$ cat src/rtl/spi_reg_ctrl_pkg.sv
// Shared types and helpers for the SPI register controller.
package spi_reg_ctrl_pkg;

  typedef enum logic [1:0] {IDLE, CMD, DATA, DRAIN} state_e;

  // R/W flag sits this many bits below the command byte width (WIDTH-1).
  localparam int CMD_RW_MSB_OFS = 1;

  function automatic int addr_w(input int nreg);
    return (nreg > 1) ? $clog2(nreg) : 1;
  endfunction

endpackage

$ cat src/rtl/spi_reg_ctrl_reg_file.sv
// NREG x WIDTH register array: one synchronous write port, one async read port.
module spi_reg_file
  import spi_reg_ctrl_pkg::*;
#(
  parameter int WIDTH = 8,
  parameter int NREG  = 16,
  parameter int AW    = addr_w(NREG)
) (
  input  logic                  clk,
  input  logic                  rst,
  input  logic                  we_i,
  input  logic [AW-1:0]         waddr_i,
  input  logic [WIDTH-1:0]      wdata_i,
  input  logic [AW-1:0]         raddr_i,
  output logic [WIDTH-1:0]      rdata_o,
  output logic [NREG*WIDTH-1:0] q_o
);

  logic [NREG-1:0][WIDTH-1:0] mem_q;

  always_ff @(posedge clk or posedge rst) begin
    if (rst)       mem_q <= '0;
    else if (we_i) mem_q[waddr_i] <= wdata_i;
  end

  // Read returns the pre-write value when read and write hit the same entry.
  assign rdata_o = mem_q[raddr_i];
  assign q_o     = mem_q;

endmodule

$ cat src/rtl/spi_reg_ctrl.sv
// SPI byte-stream to register-file bridge: command byte (R/W + address), then data.
// Define SPI_REG_CTRL_AUTOINC_EN for burst access with wrapping address increment.
module spi_reg_ctrl
  import spi_reg_ctrl_pkg::*;
#(
  parameter int WIDTH = 8,
  parameter int NREG  = 16
) (
  input  logic                      clk,
  input  logic                      rst,
  input  logic                      spi_ss_n,
  input  logic                      spi_ready,
  output logic                      spi_en,
  input  logic [WIDTH-1:0]          spi_rx_data,
  output logic [WIDTH-1:0]          spi_tx_data,
  output logic [NREG*WIDTH-1:0]     reg_q,
  output logic                      wr_stb,
  output logic [addr_w(NREG)-1:0]   wr_addr,
  output logic                      err,
  input  logic                      err_clr
);

  localparam int AW = addr_w(NREG);
  localparam int RW = WIDTH - CMD_RW_MSB_OFS;

  state_e           state_q, state_d;
  logic             rdy_q, en_q, en_d;
  logic [WIDTH-1:0] tx_q, tx_d;
  logic [AW-1:0]    addr_q, addr_d, wr_addr_q, wr_addr_d, raddr;
  logic             rd_q, rd_d, bad_q, bad_d, wr_stb_q, wr_stb_d;
  logic             err_q, err_d, need_hi_q, need_hi_d;
  logic [WIDTH-1:0] rdata;
  logic [WIDTH-2:0] cmd_fld;
  logic             cmd_bad, hs, we;

  assign cmd_fld = spi_rx_data[WIDTH-2:0];
  // Compare the full address field so out-of-range upper bits are not aliased.
  assign cmd_bad = 32'(cmd_fld) >= 32'(NREG);
  assign hs      = en_q && !spi_ss_n;
  assign we      = hs && (state_q == DATA) && !rd_q && !bad_q;

  spi_reg_file #(.WIDTH(WIDTH), .NREG(NREG), .AW(AW)) u_rf (
    .clk    (clk),
    .rst    (rst),
    .we_i   (we),
    .waddr_i(addr_q),
    .wdata_i(spi_rx_data),
    .raddr_i(raddr),
    .rdata_o(rdata),
    .q_o    (reg_q)
  );

  always_ff @(posedge clk or posedge rst) begin
    if (rst) begin
      state_q   <= IDLE;
      rdy_q     <= 1'b0;
      en_q      <= 1'b0;
      tx_q      <= '0;
      addr_q    <= '0;
      rd_q      <= 1'b0;
      bad_q     <= 1'b0;
      wr_stb_q  <= 1'b0;
      wr_addr_q <= '0;
      err_q     <= 1'b0;
      need_hi_q <= 1'b1;
    end else begin
      state_q   <= state_d;
      rdy_q     <= spi_ready;
      en_q      <= en_d;
      tx_q      <= tx_d;
      addr_q    <= addr_d;
      rd_q      <= rd_d;
      bad_q     <= bad_d;
      wr_stb_q  <= wr_stb_d;
      wr_addr_q <= wr_addr_d;
      err_q     <= err_d;
      need_hi_q <= need_hi_d;
    end
  end

  always_comb begin
    state_d   = state_q;
    en_d      = spi_ready && !rdy_q;
    tx_d      = tx_q;
    addr_d    = addr_q;
    rd_d      = rd_q;
    bad_d     = bad_q;
    wr_stb_d  = 1'b0;
    wr_addr_d = wr_addr_q;
    err_d     = err_q && !err_clr;
    need_hi_d = need_hi_q;
    raddr     = addr_q;
    case (state_q)
      IDLE: begin
        tx_d = '0;
        if (!spi_ss_n && !need_hi_q) state_d = CMD;
      end
      CMD: if (hs) begin
        addr_d  = AW'(cmd_fld);
        raddr   = AW'(cmd_fld);
        rd_d    = spi_rx_data[RW];
        bad_d   = cmd_bad;
        tx_d    = (spi_rx_data[RW] && !cmd_bad) ? rdata : '0;
        if (cmd_bad) err_d = 1'b1;
        state_d = DATA;
      end
      DATA: if (hs) begin
        if (!rd_q && !bad_q) begin
          wr_stb_d  = 1'b1;
          wr_addr_d = addr_q;
        end
`ifdef SPI_REG_CTRL_AUTOINC_EN
        addr_d = addr_q + 1'b1;
        raddr  = addr_q + 1'b1;
        tx_d   = (rd_q && !bad_q) ? rdata : '0;
`else
        tx_d    = '0;
        state_d = DRAIN;
`endif
      end
      DRAIN: tx_d = '0;
      default: state_d = IDLE;
    endcase
    if (spi_ss_n) begin
      state_d   = IDLE;
      tx_d      = '0;
      need_hi_d = 1'b0;
    end
  end

  assign spi_en      = en_q;
  assign spi_tx_data = tx_q;
  assign wr_stb      = wr_stb_q;
  assign wr_addr     = wr_addr_q;
  assign err         = err_q;

endmodule

$ cat config.mk
export PLATFORM = sky130hd
export DESIGN_NAME = spi_reg_ctrl
export DESIGN_NICKNAME = d
export VERILOG_FILES = /design/src/rtl/spi_reg_ctrl_pkg.sv /design/src/rtl/spi_reg_ctrl_reg_file.sv /design/src/rtl/spi_reg_ctrl.sv
export SDC_FILE = /design/constraint.sdc
export NUM_CORES = 1
export LEC_CHECK = 0
export BUFFER_PORTS_ARGS = -buffer_cell sky130_fd_sc_hd__buf_2
export CAP_MARGIN = 40
export CORE_MARGIN = 2
export CORE_UTILIZATION = 39
export DETAILED_ROUTE_END_ITERATION = 12
export PLACE_DENSITY_LB_ADDON = 0.12
export SYNTH_ARGS = -nofsm -noshare
export SYNTH_HDL_FRONTEND = slang
export SYNTH_SLANG_ARGS = --single-unit
$ cat constraint.sdc
create_clock -name clk -period 6.6 [get_ports clk]
set_clock_uncertainty 0.05 [all_clocks]
set_input_delay 1.98 -clock clk [delete_from_list [all_inputs] [get_ports clk]]
set_output_delay 1.98 -clock clk [all_outputs]
set_load 0.05 [all_outputs]
---- Yosys cells after proc, flatten, opt, wreduce, memory -nomap -nowiden ----
Cells that the tools add are included.
word-level totals
  flip-flop bits (word level) ............. 153
  word-level logic and storage cells ...... 84
  bits of input ports ..................... 13
cells by class
  mux-type cells .......................... 23
  magnitude comparators ................... 4
  reduce and logical (&&, ||, !) cells .... 24
  equality and inequality tests ........... 6
operators with widths
  kind                                                        number
  bitwise mux 128 bit                                         1
  two-way mux 8 bit                                           6
  binary-select mux 8 bit (select 4 bit)                      1
  demux 8 bit (select 4 bit)                                  1
  one-hot mux 8 bit (3 select lines)                          1
  logical AND 1 bit                                           10
  less-than comparator 4 x 5 -> 1 bit, second input constant  2
  inequality test 3 bit, second input constant                3
  two-way mux 2 bit                                           4
  two-way mux 4 bit                                           2
  >= comparator 7 x 5 -> 1 bit, second input constant         1
  zero test 1 bit                                             7
  two-way mux 1 bit                                           6
  one-hot mux 2 bit (3 select lines)                          1
  equality test 2 bit, second input constant                  2
  >= comparator 4 x 1 -> 1 bit, second input constant         1
  AND reduction 2 bit                                         2
  AND reduction 4 bit                                         1
  nonzero test 4 bit                                          1
  AND reduction 3 bit                                         1
  equality test 2 x 1 -> 1 bit, second input constant         1
  zero test 2 bit                                             1
  OR reduction 2 bit                                          1

---- Logic depth before layout (Yosys ltp) ----
Gate-level depths: netlist (run 1).
  depth after elaboration ................. 10
  gate-level depth with buffers ........... 13
  mapped depth without buffers ............ 9

---- Hierarchy ----
From an unflattened synthesis (run 1), not the netlist that was laid out.
unflattened totals
  cell total of the unflattened synthesis .. 452
  area total of the unflattened synthesis .. 7021.7 sq um
modules (own cells, without submodules)
  module        cells an instance  area each (sq um)  times used
  spi_reg_file  369                5953.2             1
  spi_reg_ctrl  83                 1068.5             1

---- Worst setup path before layout (run 1) ----
No wires, ideal clock.
  path kind ............................... input port to flip-flop
  start ................................... in spi_ss_n
  end ..................................... reg tx_q[5], in the netlist spi_tx_data[5]
  path slack .............................. 2875 ps
  data arrival time ....................... 3550 ps
  library setup time ...................... 125 ps
  stages .................................. 9
  data required time ...................... 6425 ps
  buffers on the path ..................... 3
  cells stage by stage .................... and3b_1 > buf_6 > mux2i_4 > buf_4 > buf_4 > mux2i_1 > nor2_1 > nor4_1 > nand2_1
on the way
  cells in the longest elaborated chain, start to end .. 10
RTL lines
  element                                  RTL line                     source
  from (decl)                              spi_reg_ctrl.sv:11           input logic spi_ss_n,
  zero test 1 bit                          spi_reg_ctrl.sv:39           assign hs = en_q && !spi_ss_n;
  logical AND 1 bit                        spi_reg_ctrl.sv:39
  two-way mux 4 bit (2 in series)          --
  binary-select mux 8 bit (select 4 bit)   spi_reg_ctrl_reg_file.sv:27  assign rdata_o = mem_q[raddr_i];
  two-way mux 8 bit (implied by the code)  spi_reg_ctrl_reg_file.sv:27
  two-way mux 8 bit                        spi_reg_ctrl.sv:103          tx_d = (spi_rx_data[RW] && !cmd_bad) ? rdata : '0;
  two-way mux 8 bit                        spi_reg_ctrl.sv:98           CMD: if (hs) begin
  one-hot mux 8 bit (3 select lines)       spi_reg_ctrl.sv:93           case (state_q)
  two-way mux 8 bit                        spi_reg_ctrl.sv:124          if (spi_ss_n) begin
  to (signal assigned)                     spi_reg_ctrl.sv:70           tx_q <= tx_d;
  to (decl)                                spi_reg_ctrl.sv:28           logic [WIDTH-1:0] tx_q, tx_d;
Several ways; a longest one is shown, not always the timed one. The select of a mux whose other input is x is not followed.
A chain may end at the register's enable or synchronous reset.

---- Worst setup path after layout (run 1) ----
Ends and elaborated chain as after synthesis.

==> results of run 1 <==
power groups by stage:
stage,Combinational [uW],Clock (uW),Sequential [uW]
final,842,1000,1150
after global placement,825,0,1160
after CTS,845,1010,1150
after global routing,893,1060,1170
after floorplan,399,0,1390
after detailed placement,840,0,1170
worst max-delay path: cells and delay by family:
family	cells	cell delay, ns
AOI/OAI and AO/OA	1	0.19
buffers and inverters	2	0.50
muxes	2	1.21
and+or+nand+nor	3	0.82
path summary, 6_finish.rpt:
path	from	to	slack, ns	cells past startpoint
worst max-delay path	spi_ss_n	spi_tx_data[5]	2.13	8
worst min-delay path	rdy_q	spi_en	0.35	1
worst max register to register	state_q[1]	spi_tx_data[5]	3.12	9
worst min register to register	rdy_q	spi_en	0.35	1
max in group asynchronous	rst	u_rf.q_o[8]	3.58	4
min in group asynchronous	rst	u_rf.q_o[79]	1.55	2
final cells by class:
cell class	count	area share, %
Sequential cell	153	44.2
Clock buffer	21	5.32
Inverter	8	0.434
Clock inverter	11	1.68
Tap cell	229	3.31
Multi-Input combinational cell	365	34.7
Timing Repair Buffer	165	10.3
registers in the layout (all words and copies together), names as in the netlist:
signal,count
addr_q,4
state_q,2
need_hi_q,1
spi_en,1
rdy_q,1
err,1
bad_q,1
wr_addr,4
rd_q,1
wr_stb,1
u_rf.q_o,128
spi_tx_data,8
cell families (layout without fill, tap and decap cells):
| kind of cell | count (synthesis) | in the layout |
|---|---|---|
| adder cells (fa/ha/maj) | 4 | 4 |
| multiplexers | 176 | 176 |
| AND/OR/NAND/NOR | 141 | 141 |
| buffers and inverters | 39 | 205 |
| AO/OA/AOI/OAI | 44 | 44 |
| flip-flops | 153 | 153 |
per-stage QoR:
stage / cell area, sq um / hold slack, ns / power [uW] / util, %
3_5_place_dp: 8050 / 0.349 / 2010 / 45.3
4_1_cts: 8660 / 0.357 / 3010 / 48.7
2_1_floorplan: 7020 / 0.328 / 1790 / -
5_1_grt: 8660 / 0.378 / 3120 / 48.7
6_report: 8660 / 0.354 / 2990 / 48.7
3_3_place_gp: 7970 / 0.335 / 1990 / 44.8
layout by cell type (no fill, tap or decap), drive strengths merged, types with 2 or more instances in the layout:
master | synthesis | layout
nor4b | 2 | 2
inv | 7 | 8
or3 | 2 | 2
mux2i | 33 | 33
nand3 | 15 | 15
a22oi | 2 | 2
o22ai | 10 | 10
or4 | 5 | 5
o211ai | 7 | 7
dfrtp | 152 | 152
a222oi | 3 | 3
clkbuf | 19 | 21
mux2 | 143 | 143
nor2b | 2 | 2
nand2 | 71 | 71
bufinv | 0 | 3
nor4 | 5 | 5
a22o | 2 | 2
nand3b | 2 | 2
ha | 4 | 4
clkinvlp | 0 | 3
buf | 12 | 165
clkinv | 1 | 5
o21ai | 9 | 9
nor3 | 9 | 9
nand2b | 3 | 3
a211oi | 4 | 4
a21oi | 3 | 3
nor2 | 21 | 21
routing by layer:
metal  track usage (%)  up-vias  wire length (microns)
met1              32.5     2627                   9890
met2              33.1      190                   9380
met3              4.78       28                   1200
met5                 0        -                      0
met4              6.82        0                    352
li1                  -     2312                      -
==> Implementation_results.wiki, run 1 <==
{| class="wikitable"
! Metric !! Value
|-
| Logic gate share of total power || roughly 28%
|-
| Clock latency on the worst-skew pair || 0.42 ns
|-
| Num Clock Sinks || 153
|-
| Initial Util || ~40%
|-
| Remaining global-route overflow || 0
|-
| Fill cell total of the finished layout || roughly 1600
|-
| Ordered list of cells on the worst path || buf_2, and3b_1, mux2i_4, buf_12, mux2_2, a22o_1, nor4_1, nand2_1
|-
| First-pass GRT wire length || 32.5 mm
|-
| Half-perimeter wire length after placement || 14.9 mm
|-
| Number of flops mapped to enable cells by yosys || 0
|-
| Biggest area consumer among synthesized cells || sky130_fd_sc_hd__dfrtp_1
|-
| Compound-Gate Fraction of Synth Area || 4.30%
|-
| Average cell area after synthesis || 12.6 sq um
|-
| Largest net degree at the start of global routing || 56
|-
| Iter 0 DRT Violations || between 300 and 400
|-
| Adder and majority gate portion of the synthesized area || 0.713%
|-
| Rows || 49
|-
| Critical path's largest stage delay || 0.82 ns
|-
| Critical Path Sink Type || flip-flop
|-
| Primary flip-flop cell chosen by synthesis mapping || sky130_fd_sc_hd__dfrtp_1
|-
| Cell count after synthesis || 557
|-
| Relative slew slack || 39.9%
|-
| Flip-flop and latch area || 3830 sq um
|-
| DRC || 0
|-
| Number of placed cells counting well taps || 920
|-
| Routed wire per std cell || 21.9 microns
|-
| Final clock period utilization by the worst path || around two thirds
|-
| Port-buffer cells || 155
|-
| Async set-reset flop share out of synthesis || 100%
|-
| Area of the multi-input gates || ~3000 sq um
|-
| Layout Area Growth over Synthesis || 23.4%
|-
| Maximum number of buffers from clock root to sink || 2
|-
| Length of the first detailed-routing pass in iterations || 5
|-
| Worst ir drop on vdd || 0.190 mV
|-
| Synth top cells by count || sky130_fd_sc_hd__dfrtp_1 (152), sky130_fd_sc_hd__mux2_2 (142), sky130_fd_sc_hd__nand2_1 (71)
|-
| Critical path type || in -> reg
|-
| Library cell used as clock root buffer || sky130_fd_sc_hd__clkbuf_16
|-
| # setup viols final || 0
|-
| Xor and xnor area share after synthesis || 0%
|-
| Total length of routed wires || roughly 21 mm
|-
| Via/cell ratio || 5.42
|-
| Overall routing resource usage || 22.2%
|-
| Final setup TNS || 0 ns
|-
| Reg power frac || 38.4%
|-
| Tmin final || 4.47 ns
|-
| Type of the tightest min-delay check || reg -> reg
|-
| Maximum fanout along the worst path || 40
|-
| Element type at the critical path start || input pin
|-
| Antenna violations before repair || 0
|-
| PnR worst setup slack || approximately 2.1 ns
|-
| Core Footprint || 17800 sq um
|-
| Share of Yosys cell area claimed by the top area cell type || 54.2%
|-
| Mux share of post-synthesis cell area || between 20 and 30%
|-
| Overall die width || roughly 140 microns
|-
| Final GP Congestion || 0.834
|-
| Number of warnings printed during yosys synthesis || 0
|-
| Die area || between 15000 and 20000 sq um
|-
| Post-CTS Hold Fix Bufs || 0
|-
| Pint || 1900 uW
|-
| Actual transition at the worst max-transition pin || 0.883 ns
|-
| TritonCTS clock tree || done
|-
| Pins Over Slew Limit || 0
|-
| Simple-Gate Fraction of Synth Area || approximately a tenth
|-
| CTS H-Tree Depth || 4
|-
| Max Freq || ~220 MHz
|-
| Top cells by area, synth || sky130_fd_sc_hd__dfrtp_1 (54%), sky130_fd_sc_hd__mux2_2 (23%), sky130_fd_sc_hd__mux2i_1 (4.6%)
|-
| Die boundary height || 138 microns
|-
| Post-synthesis instance area || 7020 sq um
|-
| Number of nets still failing antenna checks after routing || 0
|-
| Switching fraction of total power || a little over a third
|-
| Number of gates resized after cts || 0
|-
| Total net switching power || 1100 uW
|-
| Number of failing hold endpoints at the final stage || 0
|-
| Buffers inserted by post-CTS timing repair || 0
|-
| Library cell contributing the largest single delay on the critical path || sky130_fd_sc_hd__mux2i_4
|-
| Required time reported for the critical path endpoint || a little under 7 ns
|-
| Power density over the cells || 346 nW/um^2
|-
| Leakage power figure || 0.00468 uW
|-
| Arrival time of data at the critical path endpoint || 4.73 ns
|-
| Total nets after synthesis || 574
|-
| Number of synthesized register bits || 153
|-
| Final net count || 727
|-
| Clock share of power || 33.5%
|-
| Outcome || finished clean
|-
| Fraction of layout instances using a drive strength above 1 || between 40 and 50%
|-
| Vias || 5157
|-
| Antenna cell count || 0
|-
| Worst slack at placement || around 1.7 ns
|-
| Seq/Total Area, Yosys || between 50% and 60%
|-
| Inserted Clock Buffers || 17
|-
| Netlist cell types || 45
|-
| Most used standard cell by instance count after synthesis || sky130_fd_sc_hd__dfrtp_1
|-
| Via count of the first global-routing pass || 5338
|-
| Main combinational cell family by area after synthesis || multiplexers
|-
| Count of boundary I/O pins || 156
|-
| Final Non-Filler Cells || 952
|-
| Number of max-cap violations || 0
|-
| Unrepaired setup endpoints after global routing || false
|-
| Clock slew at reported path FFs || 0.06 ns
|}
Power figures use the tool's default switching activity.
==> run 2, diff against run 1 <==
- clock period: 6.6 -> 4.4 ns (I/O delays scaled with it)
==> Implementation_results.wiki, run 2 (same netlist as run 1, synthesis figures left out) <==
{| class="wikitable"
! Metric !! Value
|-
| Die area || 19100 sq um (unchanged)
|-
| Final GP Congestion || 0.842 (+1.0%)
|-
| Critical path's largest stage delay || 0.42 ns (-0.40 ns)
|-
| Met2 global-route usage || 35.2% (+2.1 points)
|-
| Busiest layer in global routing || met2
|-
| Number of failing hold endpoints at the final stage || 0 (unchanged)
|-
| Post-Layout Inst Area || 8720 sq um (+0.72%)
|-
| DRC || 0 (unchanged)
|-
| Switching fraction of total power || 35.9% (-0.71 points)
|-
| Reg power frac || 37.8% (-0.6 points)
|-
| Final setup TNS || 0 ns (unchanged)
|-
| Tmin final || ~3.3 ns
|-
| Layout Area Growth over Synthesis || 24.3%
|-
| Util after Layout || 49.0% (+0.35 points)
|-
| Maximum number of buffers from clock root to sink || 2 (unchanged)
|-
| # setup viols final || 0 (unchanged)
|-
| TritonCTS clock tree || done
|-
| Clock share of power || 34.2% (+0.7 points)
|-
| Unrepaired setup endpoints after global routing || false
|-
| Core Footprint || 17800 sq um (unchanged)
|-
| Crit path buffers/inverters || 2 (unchanged)
|-
| Total net switching power || 1640 uW (+50%)
|-
| Routed wire per std cell || 22.2 microns (+1.6%)
|-
| Outcome || finished clean
|-
| Met1 Use GR || 32.2% (-0.29 points)
|-
| Type of the tightest min-delay check || reg -> reg
|-
| Iter 0 DRT Violations || 266 (-25%)
|-
| Largest net degree at the start of global routing || 52 (-7.1%)
|-
| Leakage power figure || 0.00471 uW (+0.71%)
|-
| CP delay by family, top || simple AND/OR/NAND/NOR gates
|-
| Required time reported for the critical path endpoint || 4.64 ns (-2.21 ns)
|-
| Flip-flop count of the largest register, all copies and words added || 128 (unchanged)
|-
| Fraction of layout instances using a drive strength above 1 || 49.8% (+0.55 points)
|-
| First-pass GRT wire length || 33.3 mm (+2.2%)
|-
| Final net count || 733 (+0.83%)
|-
| Via count of the first global-routing pass || 5438 (+1.9%)
|-
| Leading cell types in the layout, fill and taps excluded || sky130_fd_sc_hd__buf_2 (155), sky130_fd_sc_hd__dfrtp_1 (152), sky130_fd_sc_hd__mux2_2 (142)
|-
| Number of max-cap violations || 0 (unchanged)
|-
| Element type at the critical path start || input pin
|-
| Worst ir drop on vdd || 0.272 mV (+43%)
|-
| Maximum fanout along the worst path || 19 (-53%)
|-
| Initial Util || 39.5% (unchanged)
|-
| Logic gate share of total power || 28.0% (about the same)
|-
| Post-CTS Hold Fix Bufs || 0 (unchanged)
|-
| Buffers inserted by post-CTS timing repair || 0 (unchanged)
|-
| Number of nets still failing antenna checks after routing || 0 (unchanged)
|-
| CTS H-Tree Depth || 4 (unchanged)
|-
| Clock latency on the worst-skew pair || 0.42 ns (about the same)
|-
| Num Clock Sinks || 153 (unchanged)
|-
| Die boundary height || 138 microns (unchanged)
|-
| Critical path type || in -> reg
|-
| Number of gates resized after cts || 0 (unchanged)
|-
| Fill cell total of the finished layout || 1668 (+2.0%)
|-
| Port-buffer cells || 155 (unchanged)
|-
| Antenna violations before repair || 0 (unchanged)
|-
| Pins Over Slew Limit || 0 (unchanged)
|-
| Inserted Clock Buffers || 17 (unchanged)
|-
| Power density over the cells || 524 nW/um^2 (+51%)
|-
| Max Freq || roughly 300 MHz
|-
| Arrival time of data at the critical path endpoint || 3.53 ns (-1.20 ns)
|-
| Overall die width || 138 microns (unchanged)
|-
| Count of boundary I/O pins || 156 (unchanged)
|-
| Critical Path Sink Type || flip-flop
|-
| GR met3 Demand/Resource || 5.02% (+0.24 points)
|-
| Total length of routed wires || 21.3 mm (+2.2%)
|-
| Length of the first detailed-routing pass in iterations || 5 (unchanged)
|-
| Library cell used as clock root buffer || sky130_fd_sc_hd__clkbuf_16
|-
| Actual transition at the worst max-transition pin || 0.775 ns (-0.108 ns)
|-
| Clock slew at reported path FFs || 0.06 ns (about the same)
|-
| Antenna cell count || 0 (unchanged)
|-
| Vias || 5198 (+0.80%)
|-
| Library cell contributing the largest single delay on the critical path || sky130_fd_sc_hd__and3b_1
|-
| Ordered list of cells on the worst path || buf_2, and3b_1, mux2i_4, buf_4, mux2_2, a22o_1, nor4_1, nand2_1
|-
| Pint || 2930 uW (+54%)
|-
| Via/cell ratio || 5.43 (+0.16%)
|-
| Overall routing resource usage || 22.7% (+0.57 points)
|-
| Most common library cell in the layout ignoring fill and taps || sky130_fd_sc_hd__buf_2
|-
| Half-perimeter wire length after placement || 15.5 mm (+3.7%)
|-
| Remaining global-route overflow || 0 (unchanged)
|-
| Final clock period utilization by the worst path || 74.7%
|-
| Rows || 49 (unchanged)
|-
| Area after detailed placement || 8080 sq um (+0.36%)
|-
| Relative slew slack || 48.2% (+8.4 points)
|}
-- run 2: metal layers --
metal | vias up | share of wire [%] | wire (microns)
met2 | 186 | 46 | 9710
met1 | 2661 | 47 | 9940
met5 | - | 0 | 0
met3 | 28 | 5.7 | 1220
li1 | 2323 | - | -
met4 | 0 | 1.9 | 412
-- run 2: path summary, 6_finish.rpt --
path / slack (ns) / start / to / cells past startpoint
max: 1.11 / spi_ss_n / spi_tx_data[6] / 8
min: 0.35 / rdy_q / spi_en / 1
max reg2reg: 1.44 / state_q[1] / spi_tx_data[6] / 9
min reg2reg: 0.35 / rdy_q / spi_en / 1
max in group asynchronous: 2.34 / rst / u_rf.q_o[102] / 3
min in group asynchronous: 0.99 / rst / u_rf.q_o[19] / 2
-- run 2: layout make-up --
type	count	area, sq um	area share (%)
Clock inverter	11	169	1.94
Multi-Input combinational cell	365	3010	34.5
Timing Repair Buffer	171	921	10.6
Inverter	8	36.3	0.416
Clock buffer	21	470	5.40
Tap cell	229	287	3.29
Sequential cell	153	3830	43.9
-- run 2: power groups by stage --
stage | Sequential, uW | Clock [uW] | Combinational, uW
floorplan | 2090 | 0 | 599
global placement | 1750 | 0 | 1270
global route | 1750 | 1660 | 1360
finish | 1720 | 1560 | 1280
detailed placement | 1750 | 0 | 1280
CTS | 1730 | 1590 | 1280
-- run 2: per-stage QoR --
step	setup slack [ns]	hold slack (ns)	std cells	power, uW
6_report	1.11	0.351	958	4570
5_1_grt	1.01	0.372	958	4760
4_1_cts	1.15	0.355	958	4590
3_5_place_dp	0.726	0.347	926	3030
3_3_place_gp	0.798	0.338	926	3020
2_1_floorplan	1.10	0.328	557	2690
